### src/rtl/mem_arb_pkg.sv
// Shared types and default sizes for the two-port memory arbiter.
package mem_arb_pkg;

  // Port identifiers: P0 is the CPU, P1 is the loader/debug port.
  typedef enum logic {
    P0 = 1'b0,
    P1 = 1'b1
  } port_t;

  localparam int AW_DEF       = 16;
  localparam int DW_DEF       = 16;
  localparam int MAX_HOLD_DEF = 8;

endpackage

### src/rtl/mem_arbiter.sv
// Two-port memory arbiter: combinational grant with lock/round-robin
// priority, a bounded lock hold so neither port starves, and a one-cycle
// rvalid pipeline matching the memory's registered read latency.
module mem_arbiter
  import mem_arb_pkg::*;
#(
  parameter int AW       = AW_DEF,
  parameter int DW       = DW_DEF,
  parameter int MAX_HOLD = MAX_HOLD_DEF
) (
  input  logic          CLK,
  input  logic          reset,
  input  logic          req0,
  input  logic          req1,
  input  logic          we0,
  input  logic          we1,
  input  logic          lock0,
  input  logic          lock1,
  input  logic [AW-1:0] addr0,
  input  logic [AW-1:0] addr1,
  input  logic [DW-1:0] wdata0,
  input  logic [DW-1:0] wdata1,
  output logic          gnt0,
  output logic          gnt1,
  output logic          rvalid0,
  output logic          rvalid1,
  output logic [DW-1:0] rdata0,
  output logic [DW-1:0] rdata1,
  output logic          MemRead,
  output logic          MemWrite,
  output logic [AW-1:0] ADDR,
  output logic [DW-1:0] Data_in,
  input  logic [DW-1:0] Data_out
);

  localparam int HW = (MAX_HOLD > 2) ? $clog2(MAX_HOLD) : 1;
  localparam logic [HW-1:0] HOLD_TOP = HW'(MAX_HOLD - 1);

  // Hold counter increment that sticks at the top value.
  function automatic logic [HW-1:0] sat_inc(input logic [HW-1:0] v);
    return (v == HOLD_TOP) ? v : v + 1'b1;
  endfunction

  port_t          last;
  port_t          prev_owner;
  logic           lock_q;
  logic [HW-1:0]  hold_cnt;
  logic           vld0_p1;
  logic           vld1_p1;

  port_t          sel;
  logic           any_gnt;
  logic           sel_lock;
  logic           own_req;
  logic           oth_req;
  logic           keep;

  // Grant decision: locked owner first, then lone requester, then round-robin.
  always_comb begin
    sel      = P0;
    any_gnt  = 1'b0;
    own_req  = (prev_owner == P0) ? req0 : req1;
    oth_req  = (prev_owner == P0) ? req1 : req0;
    keep     = lock_q && own_req && ((hold_cnt < HOLD_TOP) || !oth_req);
    if (!reset) begin
      any_gnt = 1'b0;
    end else if (keep) begin
      sel     = prev_owner;
      any_gnt = 1'b1;
    end else if (req0 && req1) begin
      sel     = (last == P0) ? P1 : P0;
      any_gnt = 1'b1;
    end else if (req0) begin
      sel     = P0;
      any_gnt = 1'b1;
    end else if (req1) begin
      sel     = P1;
      any_gnt = 1'b1;
    end
    sel_lock = (sel == P0) ? lock0 : lock1;
  end

  assign gnt0     = any_gnt && (sel == P0);
  assign gnt1     = any_gnt && (sel == P1);
  assign MemWrite = (gnt0 && we0) || (gnt1 && we1);
  assign MemRead  = (gnt0 && !we0) || (gnt1 && !we1);
  assign ADDR     = gnt0 ? addr0  : (gnt1 ? addr1  : '0);
  assign Data_in  = gnt0 ? wdata0 : (gnt1 ? wdata1 : '0);

  // Read data comes straight from memory; rvalid alone marks ownership.
  assign rdata0  = Data_out;
  assign rdata1  = Data_out;
  assign rvalid0 = vld0_p1;
  assign rvalid1 = vld1_p1;

  // Arbitration history and the read-return pipeline stage (p0 -> p1).
  always_ff @(posedge CLK or negedge reset) begin
    if (!reset) begin
      last       <= P1;
      prev_owner <= P1;
      lock_q     <= 1'b0;
      hold_cnt   <= '0;
      vld0_p1    <= 1'b0;
      vld1_p1    <= 1'b0;
    end else begin
      vld0_p1 <= gnt0 && !we0;
      vld1_p1 <= gnt1 && !we1;
      lock_q  <= any_gnt && sel_lock;
      if (any_gnt) begin
        last       <= sel;
        prev_owner <= sel;
      end
      if (any_gnt && lock_q && (sel == prev_owner) && sel_lock)
        hold_cnt <= sat_inc(hold_cnt);
      else
        hold_cnt <= '0;
    end
  end

endmodule

### config.mk
export PLATFORM = sky130hd
export DESIGN_NAME = mem_arbiter
export DESIGN_NICKNAME = d
export VERILOG_FILES = /design/src/rtl/mem_arb_pkg.sv /design/src/rtl/mem_arbiter.sv
export SDC_FILE = /design/constraint.sdc
export NUM_CORES = 1
export LEC_CHECK = 0
export ABC_AREA = 0
export CORE_MARGIN = 1.5
export CORE_UTILIZATION = 25
export CTS_CLUSTER_DIAMETER = 80
export DETAILED_ROUTE_END_ITERATION = 10
export GPL_TIMING_DRIVEN = 0
export MAX_ROUTING_LAYER = met4
export PLACE_DENSITY = 0.91
export SYNTH_ARGS = -nofsm -noshare
export SYNTH_HDL_FRONTEND = slang
export SYNTH_SLANG_ARGS = --single-unit
### constraint.sdc
create_clock -name CLK -period 5.21 [get_ports CLK]
set_input_delay 1.042 -clock CLK [delete_from_list [all_inputs] [get_ports CLK]]
set_output_delay 1.042 -clock CLK [all_outputs]
set_load 0.1 [all_outputs]
# Yosys cells after proc, flatten, opt, wreduce, memory -nomap -nowiden
# Cells that the tools add are included.
# word_totals
wordCells	49
out_inout_bits	70
in_bits	88
reg_bits	7
# op_classes
reduce_logical	19
n_addsub	1
magnitude_cmp	1
bitwise	1
n_eq_ne	3
mux	19
# ops
operator	n
$mux 16	4
$logic_and 1x1->1	13
$mux 1	13
$mux 3	2
$add 3x1->3 const B	1
$eq 3x3->1 const B	1
$logic_not 1->1	3
$logic_or 1x1->1	3
$lt 3x3->1 const B	1
$ne 2x2->1 const B	1
$eq 1x1->1	1
$not 1->1	1

# Longest topological paths before layout
# Gate-level depths: netlist of run 1.
# logic_depth
ltp_word	10
mapped_depth	6
mapped_depth_nobuf	4

# Least setup slack after synthesis of run 1
# Ideal clock, no wire load.
# synth_timing
path_type	input to output
startpoint	input port req0
endpoint	output port Data_in[1]
path_stages	6
required_ns	4.168
n_path_buf	2
path_slack_ns	1.475
arrival_time_ns	2.693
cell_sequence	nand2_1 mux2_2 o2111a_1 buf_2 buf_6 a22o_1
# synth_between
elab_chain_cells	9
word_cells_on_any_way	20
classes_between	mux (12); bitwise (1); reduce/logical (7)
# synth_rtl
item	line_no	rtl
from (decl)	mem_arbiter.sv:13	input logic req0,
$mux 1	mem_arbiter.sv:63	oth_req = (prev_owner == P0) ? req1 : req0;
$logic_not 1->1	mem_arbiter.sv:64	keep = lock_q && own_req && ((hold_cnt < HOLD_TOP) || !oth_req);
$logic_or 1x1->1	mem_arbiter.sv:64	
$logic_and 1x1->1	mem_arbiter.sv:64	
$mux 1	mem_arbiter.sv:67	end else if (keep) begin
$mux 1	mem_arbiter.sv:65	if (!reset) begin
$logic_and 1x1->1 (*)	mem_arbiter.sv:84	assign gnt1 = any_gnt && (sel == P1);
named net gnt1	mem_arbiter.sv:24	output logic gnt1,
$mux 16 (*) (2 in a row)	mem_arbiter.sv:88	assign Data_in = gnt0 ? wdata0 : (gnt1 ? wdata1 : '0);
to (decl)	mem_arbiter.sv:32	output logic [DW-1:0] Data_in,
# Mark *: on every way through the listed nets, which the timed path passes. The rest lies on a longest branch.

# Worst setup path in the final report of run 1
# layout_timing
startpoint	input port reset
endpoint	output port ADDR[4]
# layout_between
elab_chain_cells	4
word_cells_on_any_way	7
classes_between	mux (4); bitwise (1); reduce/logical (2)
# layout_rtl
item	line_no	rtl
from (decl)	mem_arbiter.sv:12	input logic reset,
$mux 1	mem_arbiter.sv:65	
$logic_and 1x1->1 or $not 1->1 (tied branches)	mem_arbiter.sv:84, mem_arbiter.sv:83	
$mux 16 or $logic_and 1x1->1 (tied branches)	mem_arbiter.sv:87, mem_arbiter.sv:83	
$mux 16 (*)	mem_arbiter.sv:87	assign ADDR = gnt0 ? addr0 : (gnt1 ? addr1 : '0);
to (decl)	mem_arbiter.sv:31	output logic [AW-1:0] ADDR,
# Every way passes the cells marked *; elsewhere a longest branch is shown, timed or not.

==> key figures, run 1 <==
Run status
  • Run status: finished, final reports clean

Yosys
  • Flip-flop cell with the highest count after synthesis: sky130_fd_sc_hd__dfrtp_1
  • Number of instances in the synthesized netlist: 114
  • Post-synth top area share: 28.3%
  • Number of synthesized flops with an enable pin: 0
  • Post-synthesis sequential area ratio: 16.8%
  • Compound-Gate Fraction of Synth Area: 39.4%
  • Adder and majority gate portion of the synthesized area: 2.38%
  • Xor and xnor fraction of the mapped netlist area: 0.833%
  • Share of synthesized cell area in and, or, nand and nor gates: 5.71%
  • Most common library cells after synthesis: sky130_fd_sc_hd__a22o_1 (34), sky130_fd_sc_hd__buf_4 (32), sky130_fd_sc_hd__buf_6 (7)
  • Yosys warns: 0
  • Number of storage elements in the synthesis netlist: 7
  • Cell with the most instances after synthesis: sky130_fd_sc_hd__a22o_1
  • Dominant combinational cell family by area after synthesis: compound AO/OA/AOI/OAI gates
  • Yosys top cell by area: sky130_fd_sc_hd__a22o_1
  • Net count after synthesis: 204
  • Portion of netlist area occupied by mux cells: 2.98%
  • Async set-or-reset flop fraction in the synthesized netlist: 100%
  • Number of distinct library cells after synthesis: 28
  • Mean instance size in the synthesized netlist: 9.22 um^2
  • Cells taking the most area after synthesis: sky130_fd_sc_hd__a22o_1 (28%), sky130_fd_sc_hd__buf_4 (23%), sky130_fd_sc_hd__dfrtp_1 (14%), sky130_fd_sc_hd__buf_6 (7.5%), sky130_fd_sc_hd__dfstp_2 (2.5%)
  • Synth Cell Area: 1050 um^2

Floorplanning
  • Top-Level Pins: 158
  • Floorplan die area: 4600 um^2
  • Chip width: 67.8 um
  • Number of core rows: 23
  • Starting density of the core: 26.1%
  • Height of the chip: 67.8 um
  • Standard cell core area: 4030 um^2

STA
  • Post-route clock skew: 0.00408 ns
  • Period Utilization, post-route: 92.4%
  • Final hold viol count: 0
  • Minimum clock period: 4.81 ns
  • Transition time of the tightest slew-check pin: 1.02 ns
  • Setup violation total in the final timing report: 0
  • Final worst slack: 0.397 ns
  • Unrepaired setup endpoints after global routing: no
  • Highest clock rate: 208 MHz
  • Setup total negative slack: 0 ns
  • Remaining max-slew budget at the tightest pin: 32.1%
  • Max-slew violation total from the final report: 0

Critical path
  • CP Cell Sequence: clkdlybuf4s50_1, o2111a_1, buf_2, buf_6, a22o_1, clkdlybuf4s50_1
  • Data required time of the worst path: 4.17 ns
  • Master of the slowest instance on the critical path: sky130_fd_sc_hd__clkdlybuf4s50_1
  • Kind of start point of the critical path: primary input
  • Endpoint type of the worst setup path: output port
  • Stage delay of the slowest cell on the critical path: 1.14 ns
  • Path depth of the worst reg2reg path: 3
  • Critical path's most frequent cell: sky130_fd_sc_hd__clkdlybuf4s50_1
  • Largest fanout on the critical path: 14
  • Crit path DAT: 3.77 ns
  • Critical path start-end classification: in -> out

Clock network
  • Buffer depth of the longest clock path: 2
  • Maximum level of the CTS H-tree: 1
  • Post-CTS Resized: 0
  • TritonCTS clock tree: built
  • Root Buffer: sky130_fd_sc_hd__clkbuf_8
  • Setup Fix Bufs, Post-CTS: 0
  • Number of clock sinks: 7
  • TritonCTS Buffers: 3
  • Reg clk slew, reported paths: 0.05 ns
  • Later-pin clock latency in the skew report: 0.23 ns
  • # hold bufs at CTS: 0

Layout
  • Multi-input logic area: 539 um^2
  • Final Instance Count excl. Fillers: 309
  • Share of cells above drive strength 1: 18.5%
  • Filler cell count: 352
  • Area used by sequential logic in the layout: 176 um^2
  • Antenna diode count: 0
  • Layout net count: 350
  • Post-synthesis to final-layout area growth: 145%
  • Layout Utilization: 63.8%

GRT
  • Pin count of the biggest net entering global routing: 15
  • Number of global-route vias before repair: 1387
  • First-pass GRT wire length: 6270 um
  • Sum of overflow across all layers after global routing: 0
  • Global router's overall resource usage: 18.7%
  • Antenna violations before repair: 0

Placed design
  • Post-detailed-placement half-perimeter wirelength: 3870 um
  • Minimum setup slack after placement: 0.368 ns
  • Routability congestion estimate from global placement: 0.751
  • Number of buffer cells added on primary ports: 141
  • Cell count after placement: 305

Detailed routing
  • WL final: 4510 um
  • Remaining antenna violation count: 0
  • Detailed-routing iteration count for the pre-antenna-repair pass: 4
  • Initial detailed-routing violation count: 41
  • Vias after detailed routing: 1398
  • DR WL/cell: 14.6 um
  • Remaining DRCs: 0
  • Detail-routed via count per cell: 4.52

Hold path
  • Worst min-delay path class: reg -> reg
  • Number of cells on the worst hold path: 2

Run
  • Max-Cap Viols: 0

Pwr
  • Leakage power: 1.08 nW
  • Largest voltage drop on the vdd net: 0.143 mV
  • Power density over the cells: 240 nW/um^2
## sequential cells by signal, indices dropped and copies added (netlist names)
register    cells
rvalid1         1
lock_q          1
rvalid0         1
hold_cnt        3
prev_owner      1
## critical path, delay by kind of cell
kind,cells,cell delay (ns)
AOI/OAI and AO/OA,2,0.39
buffers and inverters,4,2.32
## layout make-up
type | count | share of cell area, %
inverter | 3 | 0.438
tap | 50 | 2.43
clock inverter | 1 | 0.195
buffer | 40 | 12.6
sequential | 7 | 6.86
multi-input combinational | 64 | 21.0
clock buffer | 3 | 1.61
timing repair buffer | 141 | 54.9
## placed cells by master, fill, tap and decap left out, drive strengths merged
master	count
xor2	1
and2	2
o2111a	1
nand3b	1
o21ai	2
ha	2
o22ai	1
o2111ai	1
a21oi	1
and3b	1
a22o	34
clkinv	1
mux2	1
dfrtp	6
inv	3
buf	40
nand2	2
nand3	2
clkdlybuf4s50	141
a211oi	3
o221a	1
and4	1
mux2i	2
o311ai	1
clkbuf	3
dfstp	1
a21boi	3
o311a	1
## report_power, final
group | total [W] | switching [W] | internal (W)
registers | 0.0000626 | 0.00000414 | 0.0000584
logic | 0.000475 | 0.000325 | 0.000150
clock network | 0.0000796 | 0.0000275 | 0.0000521
total | 0.000617 | 0.000357 | 0.000260
## stage by stage
step	power [W]	hold slack (ns)	area, um^2
after global placement	0.000536	0.650	2520
after global routing	0.000639	0.694	2570
final	0.000617	0.647	2570
after CTS	0.000621	0.656	2570
after detailed placement	0.000539	0.650	2520
after floorplan	0.000405	0.615	1050
## metal layers
layer  track usage, %  share of wire (%)  routed length (um)
met1             19.7                 35                1560
met2             32.6                 55                2470
met3             5.76                8.7                 391
met4             7.25                1.9                  84
met5                -                  0                   0
## final timing paths
check / slack (ns) / to / from
worst max-delay path: 0.40 / ADDR[4] / reset
worst max register to register: 3.34 / lock_q$_DFF_PN0_ / prev_owner$_DFFE_PN1P_
worst min register to register: 0.65 / hold_cnt[1]$_DFFE_PN0P_ / hold_cnt[1]$_DFFE_PN0P_
min in group asynchronous: 1.15 / hold_cnt[0]$_DFFE_PN0P_ / reset
max in group asynchronous: 3.70 / prev_owner$_DFFE_PN1P_ / reset
worst min-delay path: 0.65 / hold_cnt[1]$_DFFE_PN0P_ / hold_cnt[1]$_DFFE_PN0P_
## cell families (layout without fill, tap and decap cells)
group | Yosys count | after routing
multiplexers | 3 | 3
XOR/XNOR | 1 | 1
adder cells (fa/ha/maj) | 2 | 2
AO/OA/AOI/OAI | 49 | 49
flip-flops | 7 | 7
AND/OR/NAND/NOR | 9 | 9
buffers and inverters | 43 | 188
(Power assumes the default switching activity.)
==> run 2, diff against run 1 <==
--- a/config.mk
+++ b/config.mk
@@ -9,6 +9,7 @@
 export CORE_MARGIN = 1.5
 export CORE_UTILIZATION = 25
 export CTS_CLUSTER_DIAMETER = 80
+export CTS_CLUSTER_SIZE = 20
 export DETAILED_ROUTE_END_ITERATION = 10
 export GPL_TIMING_DRIVEN = 0
 export MAX_ROUTING_LAYER = met4
==> results of run 2 <==
The final DEF is identical to that of run 1; final timing and power are the same.
==> run 3, diff against run 2 <==
--- a/config.mk
+++ b/config.mk
@@ -7,13 +7,14 @@
 export LEC_CHECK = 0
 export ABC_AREA = 0
 export CORE_MARGIN = 1.5
-export CORE_UTILIZATION = 25
+export CORE_UTILIZATION = 21
 export CTS_CLUSTER_DIAMETER = 80
 export CTS_CLUSTER_SIZE = 20
 export DETAILED_ROUTE_END_ITERATION = 10
 export GPL_TIMING_DRIVEN = 0
 export MAX_ROUTING_LAYER = met4
-export PLACE_DENSITY = 0.91
+export PLACE_DENSITY = 0.81
 export SYNTH_ARGS = -nofsm -noshare
 export SYNTH_HDL_FRONTEND = slang
 export SYNTH_SLANG_ARGS = --single-unit
+export TNS_END_PERCENT = 10
==> constraint.sdc (replaced) <==
create_clock -name CLK -period 4 [get_ports CLK]
set_input_delay 0.8 -clock CLK [delete_from_list [all_inputs] [get_ports CLK]]
set_output_delay 0.8 -clock CLK [all_outputs]
set_load 0.1 [all_outputs]
==> key figures, run 3 (synthesis gave the netlist of run 1 again) <==
Floorplanning
  • Height of the chip: 73.7 um
  • Number of core rows: 25
  • Chip width: 73.7 um
  • Standard cell core area: 4790 um^2
  • Starting density of the core: 22.0%
  • Top-Level Pins: 158
  • Floorplan die area: 5440 um^2

GRT
  • Number of global-route vias before repair: 1417
  • First-pass GRT wire length: 6440 um
  • Global router's overall resource usage: 15.6%
  • Antenna violations before repair: 0
  • Pin count of the biggest net entering global routing: 15
  • Sum of overflow across all layers after global routing: 0

Detailed routing
  • Vias after detailed routing: 1402
  • Detail-routed via count per cell: 4.30
  • Detailed-routing iteration count for the pre-antenna-repair pass: 4
  • Initial detailed-routing violation count: 31
  • DR WL/cell: 13.4 um
  • Remaining antenna violation count: 0
  • WL final: 4370 um
  • Remaining DRCs: 0

Pwr
  • Power density over the cells: 305 nW/um^2
  • Largest voltage drop on the vdd net: 0.154 mV
  • Leakage power: 1.11 nW
  • Total power after layout: 0.000789 W

STA
  • Final hold viol count: 0
  • Unrepaired setup endpoints after global routing: no
  • Remaining max-slew budget at the tightest pin: 34.0%
  • Transition time of the tightest slew-check pin: 0.987 ns
  • Max-slew violation total from the final report: 0
  • Setup violation total in the final timing report: 0
  • Minimum clock period: 3.82 ns
  • Highest clock rate: 262 MHz
  • Post-route clock skew: 0.000396 ns
  • Post-Route Hold Slack: 0.660 ns
  • Final worst slack: 0.183 ns
  • Period Utilization, post-route: 95.4%

Critical path
  • Critical path start-end classification: in -> out
  • Crit path DAT: 3.02 ns
  • Largest fanout on the critical path: 14
  • Data required time of the worst path: 3.20 ns
  • Endpoint type of the worst setup path: output port
  • Kind of start point of the critical path: primary input

Run status
  • Run status: finished, final reports clean

Layout
  • Post-synthesis to final-layout area growth: 147%
  • Most common library cell in the layout ignoring fill and taps: sky130_fd_sc_hd__clkdlybuf4s50_1
  • Biggest register: hold_cnt
  • Most used cells in the layout excluding fill and tap cells: sky130_fd_sc_hd__clkdlybuf4s50_1 (105), sky130_fd_sc_hd__a22o_1 (34), sky130_fd_sc_hd__buf_4 (32), sky130_fd_sc_hd__clkdlybuf4s15_2 (28)
  • Layout Utilization: 54.1%
  • Largest register FFs: 3
  • Layout net count: 350
  • Share of cells above drive strength 1: 32.0%
  • Antenna diode count: 0
  • Filler cell count: 450

Run
  • Max-Cap Viols: 0

Clock network
  • Buffer depth of the longest clock path: 2
  • TritonCTS Buffers: 3
  • Reg clk slew, reported paths: 0.04 ns
  • Maximum level of the CTS H-tree: 1
  • Setup Fix Bufs, Post-CTS: 0
  • TritonCTS clock tree: built
  • Later-pin clock latency in the skew report: 0.23 ns
  • Root Buffer: sky130_fd_sc_hd__clkbuf_8
  • Number of clock sinks: 7

Placed design
  • Minimum setup slack after placement: -0.382 ns
  • Post-detailed-placement half-perimeter wirelength: 3770 um
  • Number of buffer cells added on primary ports: 141
  • Routability congestion estimate from global placement: 0.813

Hold path
  • Worst min-delay path class: reg -> reg
run 3: worst max-delay path: stages:
cell	delay [ns]
sky130_fd_sc_hd__clkdlybuf4s50_1	0.79
sky130_fd_sc_hd__o311a_1	0.28
sky130_fd_sc_hd__buf_6	0.15
sky130_fd_sc_hd__buf_6	0.14
sky130_fd_sc_hd__dlygate4sd2_1	0.85
run 3: final timing paths:
path | from | to | slack (ns) | depth (start not counted)
setup reg to reg | prev_owner$_DFFE_PN1P_ | lock_q$_DFF_PN0_ | 2.22 | 3
hold / removal | hold_cnt[2]$_DFFE_PN0P_ | hold_cnt[2]$_DFFE_PN0P_ | 0.66 | 2
setup / recovery | reset | gnt0 | 0.18 | 5
hold reg to reg | hold_cnt[2]$_DFFE_PN0P_ | hold_cnt[2]$_DFFE_PN0P_ | 0.66 | 2
min in group asynchronous | reset | hold_cnt[0]$_DFFE_PN0P_ | 0.91 | 1
max in group asynchronous | reset | prev_owner$_DFFE_PN1P_ | 2.73 | 1
run 3: area by class of cell:
cell class	count	area (um^2)	area share [%]
Clock buffer	3	41.3	1.59
Buffer	40	324	12.5
Tap cell	67	83.8	3.24
Sequential cell	7	176	6.81
Clock inverter	1	5.00	0.193
Inverter	3	11.3	0.435
Timing Repair Buffer	141	1410	54.4
Multi-Input combinational cell	64	539	20.8
run 3: metal layers:
layer | vias to the layer above | GRT usage [%] | share of wire [%]
met3 | 10 | 3.70 | 6.3
met1 | 624 | 18.2 | 39
li1 | 698 | - | -
met4 | 0 | 4.53 | 2.1
met2 | 70 | 26.3 | 52
met5 | - | - | 0
run 3: power breakdown:
part | switching, W | internal [W] | leakage, nW
Sequential | 0.00000511 | 0.0000761 | 0.0928
Clock | 0.0000348 | 0.0000678 | 0.0255
Combinational | 0.000423 | 0.000182 | 0.990
run 3: timing repair:
item	in CTS	in global routing
gates resized for setup	92	14
endpoints found under the setup margin	36	7
hold buffers	0	0
hold endpoints to repair	0	0
pin swaps	0	0
run 3: stage by stage:
| stage | std cells | cell area, um^2 | TNS, ns |
|---|---|---|---|
| CTS | 326 | 2620 | 0 |
| detailed placement | 322 | 2550 | -11.84 |
| global placement | 322 | 2550 | -11.53 |
| global route | 326 | 2590 | 0 |
| floorplan | 114 | 1050 | 0 |
| finish | 326 | 2590 | 0 |
